**config.mk**
```make
export PLATFORM = sky130hd
export DESIGN_NAME = cdc_fifo_wr_packer_flat
export DESIGN_NICKNAME = d
export VERILOG_FILES = /design/src/rtl/cdc_fifo_wr_packer_if.sv /design/src/rtl/cdc_fifo_wr_packer.sv /design/src/flat_wrapper.sv
export SDC_FILE = /design/constraint.sdc
export NUM_CORES = 1
export LEC_CHECK = 0
export CORE_MARGIN = 4
export CORE_UTILIZATION = 48
export CTS_BUF_LIST = sky130_fd_sc_hd__clkbuf_4 sky130_fd_sc_hd__clkbuf_8
export DETAILED_ROUTE_END_ITERATION = 8
export GPL_ROUTABILITY_DRIVEN = 1
export PLACE_DENSITY = 0.86
export SYNTH_ARGS = -nofsm -noshare
export SYNTH_HDL_FRONTEND = slang
export SYNTH_SLANG_ARGS = --single-unit
```
**constraint.sdc**
```tcl
create_clock -name clk -period 3.5 [get_ports clk]
set_input_delay 0.7 -clock clk [delete_from_list [all_inputs] [get_ports clk]]
set_output_delay 0.7 -clock clk [all_outputs]
set_load 0.05 [all_outputs]
```
**src/rtl/cdc_fifo_wr_packer_if.sv**
```systemverilog
// Nibble-producer / CDC-FIFO write-side bundle for cdc_fifo_wr_packer.
// The master modport is the producer/FIFO side. The slave modport is the packer.
interface cdc_fifo_wr_packer_if;
   logic [3:0] nib_in;
   logic       nib_valid;
   logic       nib_ready;
   logic       flush;
   logic       fifo_full;
   logic       fifo_wr_en;
   logic [7:0] fifo_wr_data;
   logic       fifo_wr_par;
   logic [7:0] word_cnt;
   logic       busy;

   modport master (
      output nib_in, nib_valid, flush, fifo_full,
      input  nib_ready, fifo_wr_en, fifo_wr_data, fifo_wr_par, word_cnt, busy
   );

   modport slave (
      input  nib_in, nib_valid, flush, fifo_full,
      output nib_ready, fifo_wr_en, fifo_wr_data, fifo_wr_par, word_cnt, busy
   );
endinterface

```
**src/rtl/cdc_fifo_wr_packer.sv**
```systemverilog
// cdc_fifo_wr_packer: packs pairs of 4-bit nibbles into bytes and writes them
// into the write side of a CDC FIFO. The first nibble goes into the low half.
// A flush pads a half-filled word with PAD_NIBBLE.
// Optional feature: define PACKER_PARITY_EN to drive even parity on fifo_wr_par.
module cdc_fifo_wr_packer #(
   parameter logic [3:0] PAD_NIBBLE = 4'h0
) (
   input  logic                    clk,
   input  logic                    rst,
   cdc_fifo_wr_packer_if.slave     bus
);

   typedef enum logic [1:0] {
      S_EMPTY = 2'd0,
      S_HALF  = 2'd1,
      S_PUSH  = 2'd2
   } state_t;

   state_t     r_state;
   logic [7:0] r_word;
   logic [7:0] r_word_cnt;

   logic       w_nib_ready;
   logic       w_wr_en;
   logic       w_xfer;

   // A full word blocks new nibbles only while the FIFO cannot take it.
   // A nibble can therefore land in the same cycle that the word drains.
   assign w_nib_ready = (r_state != S_PUSH) | ~bus.fifo_full;
   assign w_wr_en     = (r_state == S_PUSH) & ~bus.fifo_full;
   assign w_xfer      = bus.nib_valid & w_nib_ready;

   // Packing FSM: the hold register, the state and the write counter all advance together.
   always_ff @(posedge clk or posedge rst) begin
      if (rst) begin
         r_state    <= S_EMPTY;
         r_word     <= 8'h00;
         r_word_cnt <= 8'h00;
      end else begin
         case (r_state)
            S_EMPTY: begin
               // flush has no effect here: there is nothing to pad
               if (w_xfer) begin
                  r_word[3:0] <= bus.nib_in;
                  r_state     <= S_HALF;
               end
            end
            S_HALF: begin
               // a real nibble wins over a simultaneous flush
               if (w_xfer) begin
                  r_word[7:4] <= bus.nib_in;
                  r_state     <= S_PUSH;
               end else if (bus.flush) begin
                  r_word[7:4] <= PAD_NIBBLE;
                  r_state     <= S_PUSH;
               end
            end
            S_PUSH: begin
               // word held untouched until the FIFO accepts it
               if (w_wr_en) begin
                  r_word_cnt <= r_word_cnt + 8'd1;
                  if (w_xfer) begin
                     r_word[3:0] <= bus.nib_in;
                     r_state     <= S_HALF;
                  end else begin
                     r_state     <= S_EMPTY;
                  end
               end
            end
            default: begin
               r_state <= S_EMPTY;
            end
         endcase
      end
   end

   assign bus.nib_ready    = w_nib_ready;
   assign bus.fifo_wr_en   = w_wr_en;
   assign bus.fifo_wr_data = r_word;
   assign bus.word_cnt     = r_word_cnt;
   assign bus.busy         = (r_state != S_EMPTY);

`ifdef PACKER_PARITY_EN
   assign bus.fifo_wr_par  = ^r_word;
`else
   assign bus.fifo_wr_par  = 1'b0;
`endif

endmodule

```
**src/flat_wrapper.sv**
```systemverilog
// flat-port wrapper written by rule: the top's interface ports become plain ports
module cdc_fifo_wr_packer_flat 
#(
   parameter logic [3:0] PAD_NIBBLE = 4'h0
)
  (clk, rst, bus_nib_in, bus_nib_valid, bus_flush, bus_fifo_full, bus_nib_ready, bus_fifo_wr_en, bus_fifo_wr_data, bus_fifo_wr_par, bus_word_cnt, bus_busy);
  cdc_fifo_wr_packer_if bus_i ();
  input  logic clk;
  input  logic rst;
  input wire logic [$bits(bus_i.nib_in)-1:0] bus_nib_in;
  input wire logic [$bits(bus_i.nib_valid)-1:0] bus_nib_valid;
  input wire logic [$bits(bus_i.flush)-1:0] bus_flush;
  input wire logic [$bits(bus_i.fifo_full)-1:0] bus_fifo_full;
  output wire logic [$bits(bus_i.nib_ready)-1:0] bus_nib_ready;
  output wire logic [$bits(bus_i.fifo_wr_en)-1:0] bus_fifo_wr_en;
  output wire logic [$bits(bus_i.fifo_wr_data)-1:0] bus_fifo_wr_data;
  output wire logic [$bits(bus_i.fifo_wr_par)-1:0] bus_fifo_wr_par;
  output wire logic [$bits(bus_i.word_cnt)-1:0] bus_word_cnt;
  output wire logic [$bits(bus_i.busy)-1:0] bus_busy;
  assign bus_i.nib_in = bus_nib_in;
  assign bus_i.nib_valid = bus_nib_valid;
  assign bus_i.flush = bus_flush;
  assign bus_i.fifo_full = bus_fifo_full;
  assign bus_nib_ready = bus_i.nib_ready;
  assign bus_fifo_wr_en = bus_i.fifo_wr_en;
  assign bus_fifo_wr_data = bus_i.fifo_wr_data;
  assign bus_fifo_wr_par = bus_i.fifo_wr_par;
  assign bus_word_cnt = bus_i.word_cnt;
  assign bus_busy = bus_i.busy;
  cdc_fifo_wr_packer #(.PAD_NIBBLE(PAD_NIBBLE)) u_core (.clk(clk), .rst(rst), .bus(bus_i));
endmodule
```
After elaboration in Yosys (flattened, before gate mapping)
Index checks and enable logic that the tools add are counted.
{"block": "op_classes", "eq_ne": 6, "shift": 0, "div_mod_pow": 0, "n_lt_le_gt_ge": 0, "mux": 11, "bitwise": 4, "reduce_logical": 8, "mul": 0, "addsub": 1}
{"cell": "4-bit 2-to-1 mux", "n": 4}
{"cell": "8-bit by 1-bit adder with 8-bit output, second input constant", "n": 1}
{"cell": "2-bit 2-to-1 mux", "n": 4}
{"cell": "4-bit one-hot mux with 2 select lines", "n": 1}
{"cell": "2-bit one-hot mux with 3 select lines", "n": 1}
{"cell": "2-bit AND reduction", "n": 3}
{"cell": "2-bit nonzero test", "n": 3}
{"cell": "2-bit inequality test, second input constant", "n": 2}
{"cell": "3-bit by 2-bit inequality test with 1-bit output, second input constant", "n": 1}
{"cell": "3-bit AND reduction", "n": 1}
{"cell": "1-bit bitwise AND", "n": 2}
{"cell": "2-bit by 1-bit == test with 1-bit output, second input constant", "n": 1}
{"cell": "2-bit == test, second input constant", "n": 1}
{"cell": "2-bit zero test", "n": 1}
{"cell": "2-bit by 1-bit inequality test with 1-bit output, second input constant", "n": 1}
{"cell": "1-bit 2-to-1 mux", "n": 1}
{"cell": "1-bit inverter", "n": 1}
{"cell": "1-bit bitwise OR", "n": 1}
{"block": "totals", "latchBits": 0, "mem_bits_rw": 0, "mem_bits_ro": 0, "mem_count": 0, "reg_bits": 18}

Longest topological paths before layout
Gate-level depths: netlist of the first run.
{"block": "logic_depth", "ltp_word": 6, "mapped_depth": 3}

Worst setup path before layout of the first run
Ideal clock, no wire load.
{"block": "synth_timing", "kind": "input to output", "from": "input bus_fifo_full", "to": "output bus_fifo_wr_en", "setup_slack_ns": 1.468, "arrival_time_ns": 1.332, "n_path_buf": 0, "t_required_ns": 2.800, "cell_stages": 1, "cell_sequence": "nor3b_4"}
{"block": "synth_between", "elab_chain_len": 2}
{"element": "start: declaration", "line": "flat_wrapper.sv:13", "source": "input wire logic [$bits(bus_i.fifo_full)-1:0] bus_fifo_full;"}
{"element": "1-bit inverter", "line": "cdc_fifo_wr_packer.sv:30", "source": "assign w_wr_en = (r_state == S_PUSH) & ~bus.fifo_full;"}
{"element": "1-bit bitwise AND", "line": "cdc_fifo_wr_packer.sv:30"}
{"element": "end: declaration", "line": "flat_wrapper.sv:15", "source": "output wire logic [$bits(bus_i.fifo_wr_en)-1:0] bus_fifo_wr_en;"}
No other way between the ends.

Final worst setup path of the first run
{"block": "layout_timing", "from": "input bus_fifo_full", "to": "output bus_nib_ready"}
{"block": "layout_between", "elab_chain_len": 2}
{"element": "1-bit inverter", "line": "cdc_fifo_wr_packer.sv:29", "source": "assign w_nib_ready = (r_state != S_PUSH) | ~bus.fifo_full;"}
{"element": "1-bit bitwise OR", "line": "cdc_fifo_wr_packer.sv:29"}
{"element": "end: declaration", "line": "flat_wrapper.sv:14", "source": "output wire logic [$bits(bus_i.nib_ready)-1:0] bus_nib_ready;"}
No other way between the ends.

==> flow_summary_export.csv, run 1 <==
group,metric,value,unit
timing,finalClockSkew,0.00429,ns
hold_path,holdCritPathClass,"flop to flop",
synthesis,avgSynthCellArea,12.8,um^2
final_layout,fill_cells,115,
global_routing,grt_pass1_vias,575,
placed_design,portBuffers,27,
synthesis,syn-num-nets,70,
timing,layout_min_cycle_time,2.87,ns
cts,clkTransAtPathRegs,0.10,ns
drt,wl_met1,678,um
placed_design,gp_congestion,0.731,
timing,hold_viol_final,0,
synthesis,yosys.area.top_type,"dfrtp_1",
hold_path,min_from,"u_core.bus.word_cnt[7]$_DFFE_PP0P_",
synthesis,yosysMostFrequentCell,"dfrtp_1",
power,peakVddDrop,0.722,mV
setup_path,critical_path_class,"primary input to output pin",
synthesis,synth_seq_cells,18,
setup_path,crit_path_start,"bus_fifo_full",
cts,cts_buffers,3,
floorplanning,rows,14,
timing,fmax,348,MHz
timing,drv_slew,0,
synthesis,netlist.area_leader.share,58.7,%
global_routing,grt_pass1_wl,2530,um
cts,cts_tree,"built",
cts,cts.sinks,18,
timing,finalSetupViolCount,0,
drt,wl_met2,887,um
setup_path,worstPathMaxFanout,4,
synthesis,synth_edf_count,0,
cts,clk_path_buf_depth,2,
synthesis,ys_top_cells_by_area,"dfrtp_1 59%, mux2_2 7.3%, xnor2_1 6.9%",
drt,drt-wirelength-per-cell,15.8,um
global_routing,antenna_found_initial,0,
timing,tightestPinTransition,0.670,ns
floorplanning,io-pin-count,29,
power,cellLeakagePower,0.471,nW
drt,ant_nets,0,
drt,drtIter0Drc,5,
floorplanning,dieArea,0.00230,mm^2
cts,cts.repair.resized,0,
final_layout,nNetsFinal,101,
floorplanning,dieHeight,48.0,um
synthesis,syn_area,767,um^2
timing,period_share,82.1,%
power,powerDensity,1040,mW/mm^2
setup_path,cp_data_required_time,2.80,ns
timing,rsz0062_at_grt,"false",
synthesis,synthArstFlopShare,100,%
cts,hold_buffers,0,
setup_path,cp-start-kind,"primary input",
synthesis,syn_inst,60,
setup_path,r2r-start,"u_core.r_state[0]$_DFFE_PP0P_",
synthesis,synthTopCellsByCount,"18 x dfrtp_1, 6 x xnor2_1, 5 x mux2_2, 5 x nand2_1",
global_routing,grt_max_degree,19,
drt,wirelength,1660,um
setup_path,critPathArrivalTime,2.17,ns
final_layout,diodes,0,
synthesis,ys_types,22,
floorplanning,start_util,50.9,%
synthesis,yosysWarnings,0,
drt,met3_length,70,um
cts,postCtsSetupBuffers,0,
cts,clock_latency,0.30,ns
floorplanning,coreArea,0.00151,mm^2
synthesis,synth_flop_cell,"dfrtp_1",
setup_path,worst_setup_path_end_kind,"output pin",
cts,cts-root-buf,"clkbuf_4",
cts,htree_levels,1,
global_routing,track_usage,16.5,%
final_layout,layout-drive-gt1-share,13.5,%
final_layout,final_util,71.0,%
drt,via_count,558,
status,run_status,"finished clean",
final_layout,syn_to_final_growth,39.5,%
drt,highest_layer,"met4",
placed_design,place_hpwl,1300,um
timing,maxSlewHeadroom,55.3,%
floorplanning,die_w,48.0,um
drt,drc,0,
synthesis,seq_area_frac_synth,58.7,%
timing,finalSetupTns,0,ns
drt,firstDrtPassIters,4,
global_routing,grt-ovfl-total,0,
flow_run,max_cap_violations,0,
timing,holdWs,0.473,ns
drt,via_per_inst,5.31,
critical path, stage by stage:
cell and delay (ns):
clkdlybuf4s50_1 0.50, nand3b_1 0.16, clkdlybuf4s50_1 0.81
layer usage:
| metal | track usage [%] | vias up |
|---|---|---|
| li1 | - | 265 |
| met1 | 19.8 | 270 |
| met2 | 26.6 | 21 |
| met3 | 3.76 | 2 |
| met4 | 9.68 | 0 |
| met5 | 0 | - |
sequential cells by signal (all words and copies together), names as in the netlist:
name / flops
u_core.bus.fifo_wr_data: 8
u_core.bus.word_cnt: 8
u_core.r_state: 2
cell usage in the layout, fill, tap and decap left out, drive strengths merged:
| cell type | count |
|---|---|
| nor2b | 1 |
| clkdlybuf4s50 | 26 |
| or2 | 1 |
| clkbuf | 3 |
| and2 | 1 |
| a21oi | 1 |
| o2bb2ai | 1 |
| nand2 | 5 |
| dfrtp | 18 |
| xnor2 | 6 |
| nor3b | 1 |
| and2b | 1 |
| nand4 | 4 |
| and3 | 2 |
| a22o | 4 |
| buf | 1 |
| nor2 | 1 |
| o21ai | 1 |
| inv | 2 |
| ha | 1 |
| xor2 | 1 |
| mux2 | 5 |
| conb | 1 |
| nand3b | 1 |
through the flow:
step	worst slack, ns	std cells	power, W	cell area [um^2]
2_1_floorplan	1.47	60	0.000791	767
3_3_place_gp	0.650	102	0.000994	1050
3_5_place_dp	0.627	102	0.00102	1050
4_1_cts	0.626	105	0.00112	1070
5_1_grt	0.577	105	0.00116	1070
6_report	0.625	105	0.00111	1070
kinds of logic (layout without fill, tap and decap cells):
group / Yosys count / count (layout) / share of synthesized area [%]
simple gates: 18 / 18 / 14.8
flops: 18 / 18 / 58.7
compound gates: 7 / 7 / 7.01
other cells: 1 / 1 / 0.489
mux: 5 / 5 / 7.34
buf+inv: 3 / 32 / 1.96
fa+ha+maj: 1 / 1 / 1.63
xor+xnor: 7 / 7 / 7.99
area by class of cell:
type	instances	area, um^2	share of cell area, %
clock buffer	3	22.5	2.11
inverter	2	7.51	0.702
multi-input combinational	39	302	28.2
sequential	18	450	42.1
tap	16	20.0	1.87
timing repair buffer	27	268	25.0
power by group:
group / internal (W) / switching, W / leakage, nW
combinational: 0.000235 / 0.000410 / 0.229
clock: 0.0000402 / 0.0000630 / 0.0138
sequential: 0.000289 / 0.0000738 / 0.228
worst paths after layout:
check | to | slack (ns) | cells past startpoint
setup / recovery | bus_nib_ready | 0.63 | 3
setup reg to reg | u_core.bus.word_cnt[1]$_DFFE_PP0P_ | 2.12 | 2
min in group asynchronous | u_core.bus.word_cnt[7]$_DFFE_PP0P_ | 0.79 | 2
hold / removal | u_core.bus.word_cnt[7]$_DFFE_PP0P_ | 0.47 | 1
hold reg to reg | u_core.bus.word_cnt[7]$_DFFE_PP0P_ | 0.47 | 1
max in group asynchronous | u_core.bus.word_cnt[3]$_DFFE_PP0P_ | 2.28 | 2
Power figures use the tool's default switching activity.
==> inputs of run 2 (changes only) <==
--- a/config.mk
+++ b/config.mk
@@ -6,11 +6,11 @@
 export NUM_CORES = 1
 export LEC_CHECK = 0
 export CORE_MARGIN = 4
-export CORE_UTILIZATION = 48
+export CORE_UTILIZATION = 44
 export CTS_BUF_LIST = sky130_fd_sc_hd__clkbuf_4 sky130_fd_sc_hd__clkbuf_8
 export DETAILED_ROUTE_END_ITERATION = 8
 export GPL_ROUTABILITY_DRIVEN = 1
-export PLACE_DENSITY = 0.86
+export PLACE_DENSITY = 0.8
 export SYNTH_ARGS = -nofsm -noshare
 export SYNTH_HDL_FRONTEND = slang
 export SYNTH_SLANG_ARGS = --single-unit
==> constraint.sdc (replaced) <==
create_clock -name clk -period 2.8 [get_ports clk]
set_input_delay 0.56 -clock clk [delete_from_list [all_inputs] [get_ports clk]]
set_output_delay 0.56 -clock clk [all_outputs]
set_load 0.05 [all_outputs]
==> run 2 against run 1 <==
Sequential power increased by 25%. Clock power increased by 15%. Register-to-register slack got worse by 0.71 ns. Power increased by 24%. Combinational power increased by 26%. Critical path depth decreased by 1. Final cell count increased by 0.95%. Design area increased by 1.6%. Setup slack got worse by 0.14 ns. Critical path type is now flop to output pin. Critical endpoint is now bus_busy. Largest cell class unchanged.
==> flow_summary_export.csv, run 2 (same netlist as run 1, synthesis figures left out) <==
group,metric,value,unit
status,run_status,"finished clean",
floorplanning,dieArea,0.00248,mm^2
setup_path,critPathArrivalTime,1.76,ns
timing,finalSetupTns,0,ns
hold_path,min_from,"u_core.bus.word_cnt[7]$_DFFE_PP0P_",
floorplanning,coreArea,0.00158,mm^2
drt,drtIter0Drc,5,
flow_run,max_cap_violations,0,
cts,hold_buffers,0,
floorplanning,start_util,48.7,%
cts,cts_tree,"built",
cts,postCtsSetupBuffers,0,
global_routing,grt_pass1_vias,577,
cts,cts.repair.resized,0,
placed_design,gp_congestion,0.793,
setup_path,cp_data_required_time,2.24,ns
setup_path,crit_path_start,"u_core.r_state[0]$_DFFE_PP0P_",
timing,maxSlewHeadroom,56.5,%
timing,tightestPinTransition,0.652,ns
final_layout,diodes,0,
timing,period_share,82.8,%
drt,drt-wirelength-per-cell,13.5,um
floorplanning,rows,14,
final_layout,syn_to_final_growth,41.8,%
final_layout,final_common_cell,"clkdlybuf4s50_1",
setup_path,worstPathMaxFanout,6,
floorplanning,dieHeight,49.8,um
timing,drv_slew,0,
floorplanning,io-pin-count,29,
setup_path,critical_path_class,"flop to output pin",
timing,rsz0062_at_grt,"false",
cts,clock_latency,0.28,ns
global_routing,top_usage_layer,"met2",
placed_design,place_hpwl,1170,um
timing,layout_min_cycle_time,2.32,ns
cts,cts-root-buf,"clkbuf_4",
power,peakVddDrop,0.816,mV
final_layout,nNetsFinal,102,
floorplanning,die_w,49.8,um
final_layout,final_cell_mix,"25 x clkdlybuf4s50_1, 18 x dfrtp_1, 6 x xnor2_1",
drt,via_per_inst,5.25,
placed_design,portBuffers,27,
setup_path,crit_chain,"or2_2 -> clkdlybuf4s50_1",
global_routing,antenna_found_initial,0,
timing,hold_viol_final,0,
timing,fmax,432,MHz
drt,wirelength,1440,um
setup_path,r2r-start,"u_core.r_state[0]$_DFFE_PP0P_",
cts,cts.sinks,18,
global_routing,track_usage,13.4,%
power,powerDensity,1270,mW/mm^2
final_layout,layout-drive-gt1-share,15.6,%
power,cellLeakagePower,0.479,nW
cts,cts_buffers,3,
timing,finalClockSkew,0.000827,ns
setup_path,critical_path.top_delay_family,"buffers and inverters",
setup_path,worst_setup_path_end_kind,"output pin",
drt,drc,0,
setup_path,cp-start-kind,"flop",
setup_path,slowest_delay,0.70,ns
drt,firstDrtPassIters,2,
cts,clkTransAtPathRegs,0.09,ns
timing,finalSetupViolCount,0,
hold_path,holdCritPathClass,"flop to flop",
global_routing,grt_max_degree,19,
drt,ant_nets,0,
cts,htree_levels,1,
global_routing,grt_pass1_wl,2510,um
drt,via_count,557,
final_layout,fill_cells,124,
global_routing,grt-ovfl-total,0,
global_routing,use_met1,14.5,%
cts,clk_path_buf_depth,2,
final_layout,final_util,69.0,%
setup_path,worst-path-buf-inv,1,
setup_path,slowest_stage,"clkdlybuf4s50_1",
setup_path,r2r_slack,1.41,ns
global_routing,met3_usage,4.52,%
global_routing,met2_usage,22.9,%
==> run 2: path summary, 6_finish.rpt <==
path	endpoint	depth (start not counted)
max reg2reg	u_core.bus.word_cnt[1]$_DFFE_PP0P_	3
min reg2reg	u_core.bus.word_cnt[7]$_DFFE_PP0P_	1
min	u_core.bus.word_cnt[7]$_DFFE_PP0P_	1
min in group asynchronous	u_core.bus.word_cnt[2]$_DFFE_PP0P_	2
max	bus_busy	2
max in group asynchronous	u_core.bus.word_cnt[4]$_DFFE_PP0P_	2
==> run 2: power breakdown <==
group | leakage (nW) | switching (W) | internal (W)
logic | 0.237 | 0.000506 | 0.000304
clock network | 0.0138 | 0.0000681 | 0.0000499
registers | 0.228 | 0.0000908 | 0.000362
total | 0.479 | 0.000665 | 0.000716
==> run 2: metal layers <==
| layer | vias to the layer above | part of all wire (%) |
|---|---|---|
| met1 | 266 | 44 |
| li1 | 268 | - |
| met5 | - | 0 |
| met2 | 21 | 49 |
| met3 | 2 | 7.5 |
| met4 | 0 | 0.28 |
==> run 2: per-stage QoR <==
stage,hold WS (ns),area (um^2),instances,total power (W),setup WS (ns)
finish,0.472,1090,106,0.00138,0.483
detailed placement,0.462,1060,103,0.00127,0.733
floorplan,0.484,767,60,0.000989,1.05
global placement,0.461,1060,103,0.00126,0.743
global route,0.533,1090,106,0.00146,0.417
CTS,0.479,1090,106,0.00140,0.468
==> run 2: cell type report <==
class	count	area, um^2	area share (%)
sequential	18	450	41.4
multi-input combinational	39	302	27.7
timing repair buffer	28	285	26.2
clock buffer	3	22.5	2.07
tap	16	20.0	1.84
inverter	2	7.51	0.690
==> run 2: worst reg2reg max path: stages (launching register included) <==
cell	delay, ns
dfrtp_1	0.47
nor3b_4	0.28
buf_4	0.20
mux2_2	0.33
==> inputs of run 3 (changes only) <==
==> constraint.sdc (replaced) <==
create_clock -name clk -period 2.4 [get_ports clk]
set_input_delay 0.48 -clock clk [delete_from_list [all_inputs] [get_ports clk]]
set_output_delay 0.48 -clock clk [all_outputs]
set_load 0.05 [all_outputs]
==> run 3 against run 2 <==
Setup slack got worse by 0.33 ns. Die area did not move. Design area rose by 2.4%. Global-route usage rose by 1.6 points. Count of clock-buffer cells in the layout rose by 1. Register-to-register slack got worse by 0.42 ns. Hold slack got worse by 0.00089 ns. Wire length rose by 7.6%. Critical path depth did not move.
==> flow_summary_export.csv, run 3 (same netlist as run 1, synthesis figures left out) <==
group,metric,value,unit
cts,cts.repair.resized,0,
timing,fmax,444,MHz
cts,clkTransAtPathRegs,0.11,ns
placed_design,portBuffers,27,
timing,finalSetupTns,0,ns
drt,ant_nets,0,
timing,rsz0062_at_grt,"false",
timing,finalClockSkew,0.0102,ns
final_layout,final_cell_mix,"25 x clkdlybuf4s50_1, 18 x dfrtp_1, 6 x xnor2_1",
setup_path,critPathArrivalTime,1.77,ns
setup_path,worstPathMaxFanout,6,
global_routing,grt-ovfl-total,0,
cts,cts_tree,"built",
placed_design,gp_congestion,0.797,
floorplanning,dieHeight,49.8,um
drt,drc,0,
drt,firstDrtPassIters,4,
setup_path,r2r_cells,3,
setup_path,r2r_slack,0.99,ns
timing,maxSlewHeadroom,54.8,%
final_layout,diodes,0,
setup_path,critical_path_class,"flop to output pin",
placed_design,place_hpwl,1210,um
cts,clk_path_buf_depth,2,
cts,cts.sinks,18,
floorplanning,rows,14,
drt,wirelength,1550,um
status,run_status,"finished clean",
timing,layout_min_cycle_time,2.25,ns
final_layout,fill_cells,114,
timing,period_share,93.8,%
global_routing,antenna_found_initial,0,
global_routing,grt_max_degree,19,
cts,cts-root-buf,"clkbuf_4",
cts,hold_buffers,0,
drt,drtIter0Drc,1,
hold_path,hold_depth,1,
cts,clock_latency,0.30,ns
floorplanning,coreArea,0.00158,mm^2
hold_path,hold_end,"u_core.bus.word_cnt[7]$_DFFE_PP0P_",
setup_path,cp_data_required_time,1.92,ns
timing,finalSetupViolCount,0,
power,cellLeakagePower,0.493,nW
setup_path,r2r-start,"u_core.r_state[0]$_DFFE_PP0P_",
timing,tightestPinTransition,0.677,ns
power,powerDensity,1500,mW/mm^2
final_layout,layout-drive-gt1-share,16.5,%
final_layout,fin_cells,107,
cts,cts_buffers,3,
final_layout,final_common_cell,"clkdlybuf4s50_1",
cts,postCtsSetupBuffers,0,
floorplanning,start_util,48.7,%
drt,drt-wirelength-per-cell,14.4,um
cts,htree_levels,1,
timing,hold_viol_final,0,
floorplanning,io-pin-count,29,
placed_design,place_inst,103,
setup_path,worst_setup_path_end_kind,"output pin",
timing,drv_slew,0,
floorplanning,dieArea,0.00248,mm^2
global_routing,grt_pass1_wl,2870,um
global_routing,track_usage,15.0,%
flow_run,max_cap_violations,0,
hold_path,holdCritPathClass,"flop to flop",
setup_path,r2r-end,"u_core.bus.word_cnt[1]$_DFFE_PP0P_",
final_layout,multiInputGateArea,302,um^2
global_routing,grt_pass1_vias,666,
drt,via_per_inst,5.44,
final_layout,syn_to_final_growth,45.2,%
setup_path,cp-start-kind,"flop",
drt,via_count,582,
power,peakVddDrop,0.845,mV
floorplanning,die_w,49.8,um
final_layout,nNetsFinal,102,
hold_path,min_from,"u_core.bus.word_cnt[7]$_DFFE_PP0P_",
final_layout,ff_latch_area,450,um^2
==> run 3: power by group <==
part / leakage (nW) / total, W / switching, W / internal, W
sequential: 0.228 / 0.000529 / 0.000107 / 0.000422
clock: 0.0210 / 0.000187 / 0.0000944 / 0.0000924
combinational: 0.243 / 0.000956 / 0.000593 / 0.000364
total: 0.493 / 0.00167 / 0.000795 / 0.000878
==> run 3: worst max path at each step <==
stage	start	endpoint	slack (ns)	cells past startpoint
after global placement	bus_fifo_full	bus_fifo_wr_en	0.50	3
final	u_core.r_state[0]$_DFFE_PP0P_	bus_busy	0.15	2
after floorplan	bus_fifo_full	u_core.bus.word_cnt[1]$_DFFE_PP0P_	0.76	2
after global routing	u_core.r_state[0]$_DFFE_PP0P_	bus_busy	0.08	2
after detailed placement	bus_fifo_full	u_core.bus.word_cnt[1]$_DFFE_PP0P_	0.48	4
after CTS	u_core.r_state[0]$_DFFE_PP0P_	bus_busy	0.15	2
==> run 3: per-layer routing <==
layer  GRT usage (%)  routed length, um  part of all wire (%)
met2            27.1                757                    49
met5               0                  0                     0
met3            3.61                 88                   5.7
met1            16.8                682                    44
met4            5.53                 17                   1.1
==> run 3: metrics by stage <==
step                      worst slack [ns]  utilization, %  power (W)  cell area, um^2  hold WS (ns)
after CTS                            0.150            70.6    0.00169             1110         0.480
after global placement               0.500            68.3    0.00148             1080         0.461
after global routing                0.0759            70.6    0.00177             1110         0.521
final                                0.150            70.6    0.00167             1110         0.471
after detailed placement             0.480            68.3    0.00149             1080         0.466
after floorplan                      0.761               -    0.00115              767         0.419
==> run 3: layout make-up <==
class	instances	area share, %
sequential	18	40.4
multi-input combinational	39	27.1
inverter	2	0.674
tap	16	1.80
timing repair buffer	28	26.7
clock buffer	4	3.26
==> run 3: worst max-delay path: stages (launching register included) <==
cell             delay, ns
dfrtp_1               0.47
or2_2                 0.30
clkdlybuf4s50_1       0.70
